**config.mk**
```make
export PLATFORM = sky130hd
export DESIGN_NAME = store_buffer_flat
export DESIGN_NICKNAME = d
export VERILOG_FILES = /design/src/rtl/store_buffer_if.sv /design/src/rtl/store_buffer.sv /design/src/flat_wrapper.sv
export SDC_FILE = /design/constraint.sdc
export NUM_CORES = 1
export LEC_CHECK = 0
export BUFFER_PORTS_ARGS = -buffer_cell sky130_fd_sc_hd__clkbuf_2
export CAP_MARGIN = 20
export CELL_PAD_IN_SITES_DETAIL_PLACEMENT = 0
export CELL_PAD_IN_SITES_GLOBAL_PLACEMENT = 1
export CORE_MARGIN = 2
export CORE_UTILIZATION = 52
export DETAILED_ROUTE_END_ITERATION = 16
export PLACE_DENSITY = 0.92
export SYNTH_ARGS = -nofsm -noshare
export SYNTH_HDL_FRONTEND = slang
export SYNTH_SLANG_ARGS = --single-unit
export TNS_END_PERCENT = 100
```
**constraint.sdc**
```tcl
create_clock -name clk -period 6.9 [get_ports clk]
set_input_delay 1.38 -clock clk [delete_from_list [all_inputs] [get_ports clk]]
set_output_delay 1.38 -clock clk [all_outputs]
set_load 0.01 [all_outputs]
```
**src/rtl/store_buffer_if.sv**
```systemverilog
// Store buffer bus: MEM-stage store/load side plus data-memory write side.
// The master drives stores, loads and memory ready; the slave is the buffer.
interface store_buffer_if;
   logic        St_Valid;
   logic [31:0] St_Addr;
   logic [31:0] St_Data;
   logic [1:0]  St_Size;
   logic        St_Stall;
   logic        Misalign_Err;
   logic [31:0] Ld_Addr;
   logic        Ld_Hit;
   logic        Mem_Write;
   logic [31:0] Mem_Addr;
   logic [31:0] Mem_WData;
   logic [3:0]  Mem_BE;
   logic        Mem_Ready;
   logic        Empty;

   modport master (
      output St_Valid, St_Addr, St_Data, St_Size, Ld_Addr, Mem_Ready,
      input  St_Stall, Misalign_Err, Ld_Hit, Mem_Write, Mem_Addr, Mem_WData,
             Mem_BE, Empty
   );

   modport slave (
      input  St_Valid, St_Addr, St_Data, St_Size, Ld_Addr, Mem_Ready,
      output St_Stall, Misalign_Err, Ld_Hit, Mem_Write, Mem_Addr, Mem_WData,
             Mem_BE, Empty
   );
endinterface

```
**src/rtl/store_buffer.sv**
```systemverilog
// DEPTH-entry store FIFO between MEM and data memory: lane-aligns sb/sh/sw,
// stalls MEM when full, and flags loads whose word matches a pending store.
module store_buffer #(
   parameter int unsigned DEPTH = 4,
   parameter int unsigned PTR_W = 2
) (
   input logic           clk,
   input logic           reset,
   store_buffer_if.slave bus
);
   localparam int unsigned CNT_W = PTR_W + 1;

   typedef struct packed {
      logic [29:0] waddr;
      logic [31:0] wdata;
      logic [3:0]  be;
   } sb_entry_t;

   sb_entry_t          ent_q [DEPTH];
   logic [DEPTH-1:0]   vld_q, vld_d;
   logic [PTR_W-1:0]   wr_ptr_q, wr_ptr_d;
   logic [PTR_W-1:0]   rd_ptr_q, rd_ptr_d;
   logic [CNT_W-1:0]   cnt_q, cnt_d;
   logic               err_q, err_d;

   logic               full_c, empty_c, aligned_c, accept_c, push_c, pop_c, hit_c;
   logic [3:0]         be_c;
   logic [31:0]        wdata_c;
   sb_entry_t          head_c;
   logic               unused_c;

   assign unused_c = ^bus.Ld_Addr[1:0];

   assign full_c   = (cnt_q == CNT_W'(DEPTH));
   assign empty_c  = (cnt_q == '0);
   assign accept_c = bus.St_Valid && !full_c;
   assign push_c   = accept_c && aligned_c;
   assign pop_c    = !empty_c && bus.Mem_Ready;

   // Lane placement and alignment check for the incoming store.
   always_comb begin
      aligned_c = 1'b0;
      be_c      = 4'b0000;
      wdata_c   = 32'h0;
      unique case (bus.St_Size)
         2'b00: begin
            aligned_c = 1'b1;
            be_c      = 4'b0001 << bus.St_Addr[1:0];
            wdata_c   = {4{bus.St_Data[7:0]}};
         end
         2'b01: begin
            aligned_c = !bus.St_Addr[0];
            be_c      = bus.St_Addr[1] ? 4'b1100 : 4'b0011;
            wdata_c   = {2{bus.St_Data[15:0]}};
         end
         2'b10: begin
            aligned_c = (bus.St_Addr[1:0] == 2'b00);
            be_c      = 4'b1111;
            wdata_c   = bus.St_Data;
         end
         default: aligned_c = 1'b0;
      endcase
   end

   always_comb begin
      vld_d    = vld_q;
      wr_ptr_d = wr_ptr_q;
      rd_ptr_d = rd_ptr_q;
      cnt_d    = cnt_q;
      err_d    = accept_c && !aligned_c;
      if (push_c) begin
         vld_d[wr_ptr_q] = 1'b1;
         wr_ptr_d        = wr_ptr_q + PTR_W'(1);
      end
      if (pop_c) begin
         vld_d[rd_ptr_q] = 1'b0;
         rd_ptr_d        = rd_ptr_q + PTR_W'(1);
      end
      unique case ({push_c, pop_c})
         2'b10:   cnt_d = cnt_q + CNT_W'(1);
         2'b01:   cnt_d = cnt_q - CNT_W'(1);
         default: cnt_d = cnt_q;
      endcase
   end

   always_ff @(posedge clk) begin
      if (reset) begin
         vld_q    <= '0;
         wr_ptr_q <= '0;
         rd_ptr_q <= '0;
         cnt_q    <= '0;
         err_q    <= 1'b0;
      end else begin
         vld_q    <= vld_d;
         wr_ptr_q <= wr_ptr_d;
         rd_ptr_q <= rd_ptr_d;
         cnt_q    <= cnt_d;
         err_q    <= err_d;
      end
   end

   // Payload storage needs no reset; validity is tracked by vld_q/cnt_q.
   always_ff @(posedge clk) begin
      if (push_c) begin
         ent_q[wr_ptr_q] <= '{waddr: bus.St_Addr[31:2], wdata: wdata_c, be: be_c};
      end
   end

   always_comb begin
      hit_c = 1'b0;
      for (int unsigned i = 0; i < DEPTH; i++) begin
         if (vld_q[i] && (ent_q[i].waddr == bus.Ld_Addr[31:2])) begin
            hit_c = 1'b1;
         end
      end
   end

   assign head_c = ent_q[rd_ptr_q];

   assign bus.St_Stall     = full_c;
   assign bus.Misalign_Err = err_q;
   assign bus.Ld_Hit       = hit_c;
   assign bus.Empty        = empty_c;
   assign bus.Mem_Write    = !empty_c;
   assign bus.Mem_Addr     = empty_c ? 32'h0 : {head_c.waddr, 2'b00};
   assign bus.Mem_WData    = empty_c ? 32'h0 : head_c.wdata;
   assign bus.Mem_BE       = empty_c ? 4'h0  : head_c.be;
endmodule

```
**src/flat_wrapper.sv**
```systemverilog
// flat-port wrapper written by rule: the top's interface ports become plain ports
module store_buffer_flat 
#(
   parameter int unsigned DEPTH = 4,
   parameter int unsigned PTR_W = 2
)
  (clk, reset, bus_St_Valid, bus_St_Addr, bus_St_Data, bus_St_Size, bus_Ld_Addr, bus_Mem_Ready, bus_St_Stall, bus_Misalign_Err, bus_Ld_Hit, bus_Mem_Write, bus_Mem_Addr, bus_Mem_WData, bus_Mem_BE, bus_Empty);
  store_buffer_if bus_i ();
  input logic clk;
  input logic reset;
  input wire logic [$bits(bus_i.St_Valid)-1:0] bus_St_Valid;
  input wire logic [$bits(bus_i.St_Addr)-1:0] bus_St_Addr;
  input wire logic [$bits(bus_i.St_Data)-1:0] bus_St_Data;
  input wire logic [$bits(bus_i.St_Size)-1:0] bus_St_Size;
  input wire logic [$bits(bus_i.Ld_Addr)-1:0] bus_Ld_Addr;
  input wire logic [$bits(bus_i.Mem_Ready)-1:0] bus_Mem_Ready;
  output wire logic [$bits(bus_i.St_Stall)-1:0] bus_St_Stall;
  output wire logic [$bits(bus_i.Misalign_Err)-1:0] bus_Misalign_Err;
  output wire logic [$bits(bus_i.Ld_Hit)-1:0] bus_Ld_Hit;
  output wire logic [$bits(bus_i.Mem_Write)-1:0] bus_Mem_Write;
  output wire logic [$bits(bus_i.Mem_Addr)-1:0] bus_Mem_Addr;
  output wire logic [$bits(bus_i.Mem_WData)-1:0] bus_Mem_WData;
  output wire logic [$bits(bus_i.Mem_BE)-1:0] bus_Mem_BE;
  output wire logic [$bits(bus_i.Empty)-1:0] bus_Empty;
  assign bus_i.St_Valid = bus_St_Valid;
  assign bus_i.St_Addr = bus_St_Addr;
  assign bus_i.St_Data = bus_St_Data;
  assign bus_i.St_Size = bus_St_Size;
  assign bus_i.Ld_Addr = bus_Ld_Addr;
  assign bus_i.Mem_Ready = bus_Mem_Ready;
  assign bus_St_Stall = bus_i.St_Stall;
  assign bus_Misalign_Err = bus_i.Misalign_Err;
  assign bus_Ld_Hit = bus_i.Ld_Hit;
  assign bus_Mem_Write = bus_i.Mem_Write;
  assign bus_Mem_Addr = bus_i.Mem_Addr;
  assign bus_Mem_WData = bus_i.Mem_WData;
  assign bus_Mem_BE = bus_i.Mem_BE;
  assign bus_Empty = bus_i.Empty;
  store_buffer #(.DEPTH(DEPTH), .PTR_W(PTR_W)) u_core (.clk(clk), .reset(reset), .bus(bus_i));
endmodule
```
==> out/results.tsv <==
metric	value	unit
Final Setup Violations	0	
total power	4730	uW
RR Endpoint	u_core.cnt_q[2]	
Post-Route WL	27.8	mm
Final Skew	4.86	ps
outcome	finished clean	
Critical Path Stages	4	
Pre-antenna DRT Iters	5	
WL/cell	22.3	microns
final cell count without fillers	1248	
Reg clk slew, reported paths	60	ps
Area growth syn-to-layout	15.1	%
Worst-Skew Late Latency	530	ps
Fin. Hold Viols	0	
critical path data arrival time	2930	ps
Final min period	4310	ps
relative slew slack	25.1	%
Root Buffer	clkbuf_16	
Max Fanout on Critical Path	48	
vias in the first global route	7126	
# rows	56	
Synth cell types	33	
initial antenna violation count	3	
synthesized area	12500	sq um
Post-DP HPWL	17.9	mm
clk sink count	278	
P_leak	0.00509	uW
max_cap viols	0	
crit start category	flip-flop	
Power Dens Cells	328	nW/um^2
post-cts sizing count	0	
htree depth	1	
hold_buf cts	0	
worst path cell trace	buf_4 > mux4_2 > and2_1 > clkbuf_2	
Main synth FF type	edfxtp_1	
Slew @ Worst Pin	1120	ps
layout cells sized above 1	30.2	%
largest delay contributor family on the critical path	flip-flops	
Post-Syn Instances	758	
core area	23500	sq um
WHS Path Cells	1	
number of post-CTS setup repair buffers	0	
IO Port Bufs	170	
R2R Setup Slk	4300	ps
FF-to-FF path depth	8	
dpl cells	1199	
Min-Delay Path Class	flip-flop to flip-flop	
via count	7061	
CTS tree	yes	
total negative slack	0	ps
gr usage total	21.8	%
Post-synth EDFFs	264	
global-route wire length before repair	42.0	mm
Die H	159	microns
register area share after synthesis	65.4	%
CTS Buf Count	29	
Placer Congestion	0.792	
Data required, critical path	5520	ps
DR iter-0 viols	451	
Vias/cell	5.66	
unrepaired setup endpoints after global routing	no	
Worst VDD drop	0.212	mV
Crit path largest cell delay	990	ps
async set-reset flop share out of synthesis	0	%
fmax	232	MHz
R2R Path Start	u_core.cnt_q[0]	
Hold Worst Slack	470	ps
Top Ports	175	
CP Capture Type	output port	
Antenna Nets Post-Route	0	
Slew Limit Fails	0	
Yosys Warn Count	0	
Initial Util	53.3	%
Crit Path Class	flip-flop to output port	
final cycle utilization of the critical path	62.4	%
pre-CTS setup slack	2720	ps
die span in x	159	microns
# DRC	0	
Max clock buf depth	3	
hold_sp	u_core.vld_q[0]	
worst path bufs/invs	2	
post-synthesis average cell area	16.5	sq um
post-route setup slack	2590	ps
slowest stage cell on the critical path	dfxtp_4	
nets	1023	
Remaining Overflow, GRT	0	
largest net degree at the start of global routing	70	
hold endpoint	u_core.vld_q[0]	
FF+latch count, synth	278	
Die Area	25400	sq um
-- cell usage in the layout, fill, tap and decap left out, types with 2 or more instances in the layout --
cell type  count
mux4_2        66
o21a_1         5
dfxtp_1       12
conb_1         2
nor4_1        16
clkbuf_16     29
a21oi_1       19
nor2_1        17
xnor2_1       78
xor2_1        46
clkinv_1       4
buf_4          3
bufinv_16      3
ha_1           9
edfxtp_1     264
a21o_1        16
nand2_1        9
mux2i_1       11
inv_1         19
and2_1        66
and2_4         5
o21ai_0       11
clkbuf_1      11
nand4_1       25
clkbuf_2     170
-- state kept, by name (all words and copies together), names as in the netlist, named ones only --
signal	flops
u_core.cnt_q	3
u_core.wr_ptr_q	2
u_core.rd_ptr_q	2
u_core.ent_q	264
u_core.bus.Misalign_Err	1
u_core.vld_q	4
-- worst max-delay path by stage --
stage	from	endpoint
2_1_floorplan	bus_Ld_Addr[4]	bus_Ld_Hit
3_3_place_gp	bus_Ld_Addr[25]	bus_Ld_Hit
3_5_place_dp	bus_Ld_Addr[25]	bus_Ld_Hit
4_1_cts	flip-flop	bus_Mem_Addr[12]
5_1_grt	flip-flop	bus_Mem_Addr[16]
6_report	flip-flop	bus_Mem_Addr[12]
-- logic make-up (layout without fill, tap and decap cells) --
| family | Yosys count | count (layout) | share of synthesized area [%] |
|---|---|---|---|
| buf+inv | 71 | 240 | 2.74 |
| other cells | 1 | 3 | 0.0299 |
| fa+ha+maj | 10 | 10 | 1.06 |
| simple gates | 145 | 145 | 6.83 |
| compound gates | 52 | 52 | 2.50 |
| flops | 278 | 278 | 65.4 |
| mux | 77 | 77 | 12.7 |
| xor+xnor | 124 | 124 | 8.66 |
-- synthesized netlist by cell type (3+ instances only) --
master | number | share of area (%)
edfxtp_1 | 264 | 63
xnor2_1 | 78 | 5.4
and2_1 | 66 | 3.3
mux4_2 | 66 | 12
xor2_1 | 46 | 3.2
clkbuf_1 | 31 | 0.93
nand4_1 | 25 | 1.2
a21oi_1 | 19 | 0.76
inv_1 | 19 | 0.57
nor2_1 | 17 | 0.51
a21o_1 | 16 | 0.96
nor4_1 | 16 | 0.80
dfxtp_1 | 14 | 2.2
mux2i_1 | 11 | 0.88
o21ai_0 | 11 | 0.44
buf_2 | 10 | 0.40
ha_1 | 9 | 0.90
nand2_1 | 9 | 0.27
buf_6 | 7 | 0.63
and2_4 | 5 | 0.35
o21a_1 | 5 | 0.30
buf_4 | 3 | 0.18
-- power breakdown --
group          internal, uW  switching (uW)  total [uW]
clock                   876             595        1470
combinational           573             623        1200
sequential             1940             115        2060
-- cell type report --
class	instances	area, sq um
inverter	19	71.3
clock buffer	40	767
timing repair buffer	173	873
sequential	278	8210
multi-input combinational	410	3990
clock inverter	8	110
antenna	1	2.50
fill	1786	9110
tap	319	399
-- routing by layer --
metal,routed length [microns],share of wire (%),global-route usage (%),up-vias
met2,13800,50,37.2,309
met1,11200,40,29.0,3547
met5,23,0.083,0,-
li1,-,-,-,3160
met3,2280,8.2,5.16,41
met4,489,1.8,4.59,4
-- metrics by stage --
| step | cell area [sq um] | util (%) |
|---|---|---|
| after global placement | 13600 | 57.6 |
| final | 14400 | 61.3 |
| after CTS | 14400 | 61.3 |
| after floorplan | 12500 | - |
| after global routing | 14400 | 61.3 |
| after detailed placement | 13600 | 57.6 |
Note: power is estimated with default switching activity, not from simulation.
